## src/rtl/rv32_isa.sv

```systemverilog
// rv32_isa
// Architectural constants of the RV32 integer register file that other
// blocks size their datapaths from.
//   RegWidth     : width of one architectural register value
//   RegAddrWidth : width of a register index (x0..x31)
package rv32_isa;
    localparam int RegWidth     = 32;
    localparam int RegAddrWidth = 5;
endpackage

```

## src/rtl/reg_transport.sv

```systemverilog
// reg_transport
// Transport record used to carry a register writeback (destination index and
// value) between pipeline stages and the register file.
//   reg_transport_t.addr  : destination register index (0 means x0, no write)
//   reg_transport_t.value : value to be written
package reg_transport;
    typedef struct packed {
        logic [rv32_isa::RegAddrWidth-1:0] addr;
        logic [rv32_isa::RegWidth-1:0]     value;
    } reg_transport_t;
endpackage

```

## src/rtl/reg_wb_lookup.sv

```systemverilog
// reg_wb_lookup
// Youngest-match search over the writeback buffer slots for one operand
// bypass port. Purely combinational.
// Ports:
//   lk_addr     : register index being looked up (0 never hits)
//   entries     : all buffer slots, indexed by physical slot number
//   entry_valid : per-slot occupied flag
//   wr_ptr      : next slot to be written; the slot just behind it is the
//                 youngest occupied one
//   hit         : some occupied slot holds lk_addr
//   value       : value of the youngest such slot, 0 when no hit
module reg_wb_lookup
    import rv32_isa::*;
    import reg_transport::*;
#(
    parameter int DEPTH = 4
) (
    input  logic [RegAddrWidth-1:0]    lk_addr,
    input  reg_transport_t [DEPTH-1:0] entries,
    input  logic [DEPTH-1:0]           entry_valid,
    input  logic [$clog2(DEPTH)-1:0]   wr_ptr,
    output logic                       hit,
    output logic [RegWidth-1:0]        value
);

    localparam int PTR_W = $clog2(DEPTH);

    logic [DEPTH-1:0] match;
    logic [PTR_W-1:0] idx;

    generate
        for (genvar gi = 0; gi < DEPTH; gi++) begin : g_match
            assign match[gi] = entry_valid[gi] && (entries[gi].addr == lk_addr);
        end
    endgenerate

    // Walk the slots from oldest to youngest starting at wr_ptr (when full,
    // wr_ptr is the oldest slot; otherwise the slots at wr_ptr are empty and
    // never match). A later match overwrites an earlier one, so the youngest
    // matching slot ends up on the output.
    always_comb begin
        hit   = 1'b0;
        value = '0;
        idx   = '0;
        if (lk_addr != '0) begin
            for (int k = 0; k < DEPTH; k++) begin
                idx = wr_ptr + PTR_W'(k);
                if (match[idx]) begin
                    hit   = 1'b1;
                    value = entries[idx].value;
                end
            end
        end
    end

endmodule

```

## src/rtl/reg_wb_buffer.sv

```systemverilog
// reg_wb_buffer
// Small FIFO of pending register writebacks sitting in front of the register
// file, with two operand bypass lookups that return the youngest buffered
// value for a register index.
// Ports:
//   clk, nRst              : rising-edge clock, asynchronous active-low reset
//   in_valid/in_ready      : upstream writeback handshake
//   in_data                : writeback {addr, value}; addr 0 is accepted and dropped
//   out_valid/out_ready    : oldest entry handshake towards the register file
//   out_data               : oldest entry (0 when empty)
//   lk_a_addr/lk_b_addr    : bypass lookup register indices
//   lk_a_hit/lk_b_hit      : an occupied entry matches
//   lk_a_value/lk_b_value  : youngest matching value (0 when no hit)
//   count                  : number of occupied entries
module reg_wb_buffer
    import rv32_isa::*;
    import reg_transport::*;
#(
    parameter int DEPTH = 4
) (
    input  logic                      clk,
    input  logic                      nRst,
    input  logic                      in_valid,
    output logic                      in_ready,
    input  reg_transport_t            in_data,
    output logic                      out_valid,
    input  logic                      out_ready,
    output reg_transport_t            out_data,
    input  logic [RegAddrWidth-1:0]   lk_a_addr,
    input  logic [RegAddrWidth-1:0]   lk_b_addr,
    output logic                      lk_a_hit,
    output logic                      lk_b_hit,
    output logic [RegWidth-1:0]       lk_a_value,
    output logic [RegWidth-1:0]       lk_b_value,
    output logic [$clog2(DEPTH):0]    count
);

    localparam int PTR_W = $clog2(DEPTH);
    localparam int CNT_W = PTR_W + 1;
    localparam logic [CNT_W-1:0] DEPTH_C = CNT_W'(DEPTH);

    reg_transport_t [DEPTH-1:0] entry_all;
    logic [DEPTH-1:0]           valid_all;

    logic [PTR_W-1:0] wr_ptr_reg, wr_ptr_next;
    logic [PTR_W-1:0] rd_ptr_reg, rd_ptr_next;
    logic [CNT_W-1:0] count_reg, count_next;

    logic push;
    logic store;
    logic pop;

    // in_ready depends on occupancy only, so a full buffer refuses a push
    // even in the cycle it is being popped.
    assign in_ready  = (count_reg < DEPTH_C);
    assign out_valid = (count_reg != '0);
    assign push      = in_valid && in_ready;
    // Writebacks to x0 complete the handshake but never occupy a slot.
    assign store     = push && (in_data.addr != '0);
    assign pop       = out_valid && out_ready;

    // Head of the queue straight from the slot flops; forced to 0 when empty.
    assign out_data  = out_valid ? entry_all[rd_ptr_reg] : '0;
    assign count     = count_reg;

    // Per-slot storage. A slot is written only when it is the free slot at
    // wr_ptr and cleared only when it is the occupied slot at rd_ptr, so the
    // two never collide (that would require a push while full).
    generate
        for (genvar gi = 0; gi < DEPTH; gi++) begin : g_slot
            reg_transport_t slot_reg;
            logic           slot_valid_reg;

            always_ff @(posedge clk or negedge nRst) begin
                if (!nRst) begin
                    slot_reg       <= '0;
                    slot_valid_reg <= 1'b0;
                end else begin
                    if (store && (wr_ptr_reg == PTR_W'(gi))) begin
                        slot_reg       <= in_data;
                        slot_valid_reg <= 1'b1;
                    end else if (pop && (rd_ptr_reg == PTR_W'(gi))) begin
                        slot_valid_reg <= 1'b0;
                    end
                end
            end

            assign entry_all[gi] = slot_reg;
            assign valid_all[gi] = slot_valid_reg;
        end
    endgenerate

    // Pointers wrap naturally because DEPTH is a power of two.
    always_comb begin
        wr_ptr_next = wr_ptr_reg;
        rd_ptr_next = rd_ptr_reg;
        count_next  = count_reg;
        if (store) begin
            wr_ptr_next = wr_ptr_reg + 1'b1;
        end
        if (pop) begin
            rd_ptr_next = rd_ptr_reg + 1'b1;
        end
        case ({store, pop})
            2'b10:   count_next = count_reg + 1'b1;
            2'b01:   count_next = count_reg - 1'b1;
            default: count_next = count_reg;
        endcase
    end

    always_ff @(posedge clk or negedge nRst) begin
        if (!nRst) begin
            wr_ptr_reg <= '0;
            rd_ptr_reg <= '0;
            count_reg  <= '0;
        end else begin
            wr_ptr_reg <= wr_ptr_next;
            rd_ptr_reg <= rd_ptr_next;
            count_reg  <= count_next;
        end
    end

    reg_wb_lookup #(
        .DEPTH(DEPTH)
    ) u_lookup_a (
        .lk_addr     (lk_a_addr),
        .entries     (entry_all),
        .entry_valid (valid_all),
        .wr_ptr      (wr_ptr_reg),
        .hit         (lk_a_hit),
        .value       (lk_a_value)
    );

    reg_wb_lookup #(
        .DEPTH(DEPTH)
    ) u_lookup_b (
        .lk_addr     (lk_b_addr),
        .entries     (entry_all),
        .entry_valid (valid_all),
        .wr_ptr      (wr_ptr_reg),
        .hit         (lk_b_hit),
        .value       (lk_b_value)
    );

endmodule
```

## config.mk

```make
export PLATFORM = sky130hd
export DESIGN_NAME = reg_wb_buffer
export DESIGN_NICKNAME = d
export VERILOG_FILES = /design/src/rtl/rv32_isa.sv /design/src/rtl/reg_transport.sv /design/src/rtl/reg_wb_lookup.sv /design/src/rtl/reg_wb_buffer.sv
export SDC_FILE = /design/constraint.sdc
export NUM_CORES = 1
export LEC_CHECK = 0
export CORE_UTILIZATION = 30
export DETAILED_ROUTE_END_ITERATION = 10
export DONT_BUFFER_PORTS = 1
export PLACE_DENSITY_LB_ADDON = 0.15
export SLEW_MARGIN = 20
export SYNTH_ARGS = -nofsm -noshare
export SYNTH_HDL_FRONTEND = slang
export SYNTH_HIERARCHICAL = 1
export SYNTH_SLANG_ARGS = --single-unit
export TNS_END_PERCENT = 100
```

## constraint.sdc

```tcl
create_clock -name clk -period 6.4 [get_ports clk]
set_clock_uncertainty 0.15 [all_clocks]
set_input_delay 0.32 -clock clk [delete_from_list [all_inputs] [get_ports clk]]
set_output_delay 0.32 -clock clk [all_outputs]
set_load 0.01 [all_outputs]
```

======== After elaboration in Yosys (flattened, before gate mapping) ========
Cells that the tools add are included.
cells by class
  eq/ne operators ......................... 16
  order comparisons ....................... 6
  reductions and logical operators ........ 30
  $add $sub $neg .......................... 6
  multiplexer cells ....................... 56
operator list
  operator                                                               number
  32-bit two-way mux                                                     14
  37-bit binary-select mux with 2-bit select                             5
  37-bit two-way mux                                                     2
  5-bit == test                                                          8
  1-bit two-way mux                                                      26
  1-bit logical AND                                                      19
  1-bit binary-select mux with 2-bit select                              8
  2-bit by 3-bit < comparator with 1-bit output (second input constant)  5
  5-bit nonzero test                                                     3
  2-bit == test (second input constant)                                  5
  2-bit nonzero test                                                     5
  2-bit by 1-bit == test with 1-bit output (second input constant)       3
  3-bit one-hot mux with 2 select lines                                  1
  2-bit by 1-bit adder with 2-bit output (second input constant)         2
  2-bit adder (second input constant)                                    2
  2-bit zero test                                                        2
  3-bit by 1-bit adder with 3-bit output (second input constant)         1
  3-bit < comparator (second input constant)                             1
  3-bit nonzero test                                                     1
  3-bit by 1-bit subtractor with 3-bit output (second input constant)    1
word-level totals
  logic and storage cells ................. 129
  output and inout port bits .............. 108
  bits of input ports ..................... 51
  register bits after elaboration ......... 159

======== Logic depth before layout (Yosys ltp) ========
  depth after elaboration ................. 9
  gate-level depth with buffers ........... 10
  gate-level depth less buffers ........... 9

======== Modules after synthesis ========
The synthesis kept the hierarchy.
modules (own cells, without submodules)
  module         area each (um^2)  cells an instance  times used
  reg_wb_lookup  4608.2            576                2
  reg_wb_buffer  7806.2            468                1

======== Least setup slack after synthesis ========
OpenSTA, ideal clock, no wires.
  path type ............................... in2out
  start point ............................. input port lk_a_addr[3]
  end point ............................... output port lk_a_value[12]
  stages .................................. 9
  setup slack ............................. 3725 ps
  data required time ...................... 5930 ps
  path buffers ............................ 2
  arrival time ............................ 2205 ps
  cell sequence ........................... buf_4 -> xnor2_1 -> nand4_1 -> or2_1 -> mux2i_4 -> buf_6 -> mux2_2 -> mux2_2 -> o211ai_2
between the ends
  word-level cells in the longest chain between the ends .. 9
RTL lines
  item                                       line                 RTL
  from (decl)                                reg_wb_buffer.sv:29  input logic [RegAddrWidth-1:0] lk_a_addr,
  5-bit == test                              reg_wb_lookup.sv:33  assign match[gi] = entry_valid[gi] && (entries[gi].addr == lk_addr);
  1-bit logical AND                          reg_wb_lookup.sv:33
  1-bit binary-select mux with 2-bit select  reg_wb_lookup.sv:48  if (match[idx]) begin
  1-bit two-way mux (not written as such)    reg_wb_lookup.sv:48
  32-bit two-way mux (4 in a row)            reg_wb_lookup.sv:48
  32-bit two-way mux (*)                     reg_wb_lookup.sv:45  if (lk_addr != '0) begin
  to (decl)                                  reg_wb_buffer.sv:33  output logic [RegWidth-1:0] lk_a_value,
Mark *: on every way between the ends. The rest lies on a longest branch, timed or not. The select of a mux whose other input is x is not followed.

======== Worst setup path in the final report ========
  start point ............................. register wr_ptr_reg[1]
  end point ............................... output port lk_b_value[31]
between the ends
  word-level cells in the longest chain between the ends .. 7
RTL lines
  item                                                                line                  RTL
  from (decl)                                                         reg_wb_buffer.sv:45   logic [PTR_W-1:0] wr_ptr_reg, wr_ptr_next;
  from (signal assigned)                                              reg_wb_buffer.sv:117  wr_ptr_reg <= wr_ptr_next;
  2-bit by 1-bit adder with 2-bit output (tied with other cells)      reg_wb_lookup.sv:47   idx = wr_ptr + PTR_W'(k);
  37-bit binary-select mux with 2-bit select (tied with other cells)  reg_wb_lookup.sv:50   value = entries[idx].value;
  32-bit two-way mux (not written as such) (tied with other cells)    reg_wb_lookup.sv:50
  32-bit two-way mux (2 in a row)                                     reg_wb_lookup.sv:48
  32-bit two-way mux (*)                                              reg_wb_lookup.sv:48
  32-bit two-way mux (*)                                              reg_wb_lookup.sv:45
  to (decl)                                                           reg_wb_buffer.sv:34   output logic [RegWidth-1:0] lk_b_value,
Marks and branches as above.

==> impl_summary.txt <==
----------------------------------------------------
[Timing]
  Hold Slack ... 93.58 ps
  Period Utilization, post-route ... 0.8105
  Max-slew headroom ... 0.2771
  Post-route minimum period ... 5187 ps
  Unrepaired setup endpoints after global routing ... no
  Max Clock Freq ... 192.8 MHz
  Count of final hold-check violations ... 0
  TNS Setup ... 0 ps
  Worst Max-Slew Pin Slew ... 1084 ps
  Max-slew violation count ... 0
  Finish-stage setup viols ... 0

[Global route]
  All-Layer GR Usage ... 0.2358
  Largest net degree at the start of global routing ... 160
  Via count of the first global-routing pass ... 14,440
  Grt total ovfl ... 0
  Global-route layer with the greatest usage ... met2
  Wire length of the first global-routing pass ... 99,790 um
  M2 GR Usage ... 0.3782
  Initial antenna violation count ... 1
  Met1 track demand over resource ... 0.3147
  Global-route met3 utilization ... 0.04868

[Worst setup path]
  Classification of the worst setup path ... flop to output pin
  CP max stage cell ... dfrtp_4
  Cells on worst reg2reg path ... 6
  Critical path, cell by cell ... buf_4 -> mux2i_4 -> buf_4 -> mux2_2 -> a221oi_1 -> a311o_1
  Data arrival time of the critical path ... 4720 ps
  Kind of end point of the critical path ... output pin
  Critical path's most frequent cell ... buf_4
  Number of stages on the worst setup path ... 6
  Worst path max stage delay ... 1020 ps
  Number of buffer and inverter instances along the worst setup path ... 2
  Worst-path fanout max ... 64
  Kind of cell adding the most delay to the critical path ... buffers and inverters
  CP required ... 5930 ps
  Kind of start point of the critical path ... flop

[Power]
  Power consumption ... 9.774 mW
  Worst VDD drop ... 268.1 uV
  Areal power density over the cells ... 531.3 nW/um2
  Leakage dissipation ... 6.452 nW

[Synth]
  Top area cells in the synthesized netlist ... dfrtp_1 (23%), mux2_2 (13%), mux2_4 (10%)
  Primary FF master, synth ... dfrtp_1
  Number of flops mapped to enable cells by yosys ... 0
  Count of distinct cell types in the synthesized netlist ... 60
  Synthesized netlist net count ... 1,681
  Register area share after synthesis ... 0.2337
  Most numerous cell in the Yosys netlist ... mux2_2
  Avg Inst Size Synth ... 10.51 um2
  Yosys warns ... 6
  Async SR Flop Fraction ... 1.000
  Cell accounting for the most synthesized area ... dfrtp_1
  Post-Synthesis Cells ... 1,620
  Post-synthesis register bit count ... 159
  Share of the synthesized area in the top cell type ... 0.2337
  Leading post-synthesis cells by instance count ... mux2_2 (191), dfrtp_1 (159), nand2_1 (132)
  Cell area after synthesis ... 17,020 um2

[Cells and area]
  Fraction of final layout cells sized beyond drive strength 1 ... 0.3314
  FILL cells ... 5,622
  Cell Count, Final, Fillers Out ... 2,309
  Total Nets Final ... 1,609
  Utilization after layout ... 0.3307
  Area growth from synthesis to layout ... 8.078%
  Flip-flop count of the largest register, all copies and words added ... 148

[Routing]
  Average wire per cell in the routed design ... 29.25 um
  DRT iter0 DRCs ... 1,247
  Final wirelength ... 67,550 um
  DRC violations left ... 0
  Number of detailed-routing iterations run before antenna repair ... 5
  Routed via count ... 14,210
  Post-DR vias/cell ... 6.154
  Detail Route Antenna Nets ... 0

[Clocking]
  Clock edge transition at the registers on the reported setup and hold paths ... 70 ps
  Clock latency of the later-clocked register in the worst-skew pair ... 500 ps
  TritonCTS clock tree ... done
  Root Buffer Master ... clkbuf_16
  Number of CTS-inserted buffers ... 17
  Htree depth ... 4
  Maximum buffer depth of the clock tree ... 2
  Buffers inserted during post-CTS setup optimization ... 0
  Total number of clock tree sinks ... 159

[Floorplanning]
  Die width ... 240.2 um
  Effective utilization at floorplan ... 0.3060
  Die Outline Area ... 57,700 um2
  Site Rows ... 86
  Y dimension of the die ... 240.2 um
  I/O Pins ... 159
  Floorplan Core Area ... 55,630 um2

[Placement]
  Total half-perimeter wirelength after legalization and detailed placement ... 39,820 um
  Port Buffers ... 0
  Global placer's final weighted congestion ... 0.8126
  DP Cell Count ... 2,236

[Worst hold path]
  Hold depth ... 2
  Type of the most critical hold path ... primary input to flop

[Flow run]
  Max-cap check violation count ... 0

[Status]
  Status ... finished clean

----------------------------------------------------
[routing by layer]
| layer | share of wire | up-vias | wire [um] |
|---|---|---|---|
| met5 | 0.00019 | - | 13 |
| met4 | 0.023 | 2 | 1528 |
| met3 | 0.060 | 86 | 4020 |
| met2 | 0.47 | 516 | 31610 |
| met1 | 0.45 | 7401 | 30370 |
| li1 | - | 6205 | - |
[report_power, final]
part	switching (mW)	internal [mW]	leakage (nW)
combinational	2.85	2.97	4.26
clock	0.482	0.610	0.278
sequential	1.36	1.50	1.92
total	4.69	5.09	6.45
[cells by family (layout without fill, tap and decap cells)]
group / Yosys count / count (layout) / share of synthesized area
compound gates: 382 / 382 / 0.2191
xor+xnor: 47 / 47 / 0.02418
fa+ha+maj: 10 / 10 / 0.007791
buf+inv: 185 / 125 / 0.06101
flops: 159 / 159 / 0.2337
mux: 440 / 440 / 0.3363
other cells: 0 / 1 / 0
simple gates: 397 / 397 / 0.1179
[repair_timing]
item / CTS / global route
resized for setup: 0 / 0
hold endpoints to repair: 308 / 0
hold buffers: 40 / 0
[worst paths after layout]
path	start	to	slack, ps
setup / recovery	wr_ptr_reg[1]	lk_b_value[31]	1210
hold / removal	out_ready	rd_ptr_reg[0]	90
setup reg to reg	wr_ptr_reg[1]	entry_all[75]	2110
hold reg to reg	g_slot[0].slot_valid_reg	g_slot[0].slot_valid_reg	350
max in group asynchronous	nRst	rd_ptr_reg[1]	4940
min in group asynchronous	nRst	entry_all[54]	420
[through the flow]
step	instance area, um2	setup slack, ps
after floorplan	17020	3725
after global placement	17360	1777
after detailed placement	17360	1781
after CTS	18380	1209
after global routing	18400	982.0
final	18400	1213
[area by class of cell]
cell class,instances,area (um2),area share
Antenna cell,1,2.502,0.0001360
Clock buffer,18,429.2,0.02333
Clock inverter,13,165.2,0.008977
Inverter,14,52.55,0.002856
Multi-Input combinational cell,1276,12080,0.6565
Sequential cell,159,3991,0.2169
Tap cell,748,935.9,0.05087
Timing Repair Buffer,80,743.2,0.04040
[cell usage in the layout (no fill, tap or decap), types with 5 or more instances in the layout]
cell type	instances
nor3_4	5
mux2_4	116
nand2_1	131
dlygate4sd3_1	39
mux2i_1	84
a211o_1	14
mux2_1	10
inv_1	12
a221oi_1	100
mux4_2	37
ha_1	9
xnor2_1	44
nor2b_1	37
mux2_2	191
a22oi_1	60
a221oi_2	46
dfrtp_1	155
nor2_1	67
a21boi_1	12
clkbuf_16	17
and2_1	54
a221o_1	28
o211ai_2	12
buf_4	38
a311o_1	48
nand3_1	66
a22o_1	22
Power figures use the tool's default switching activity.
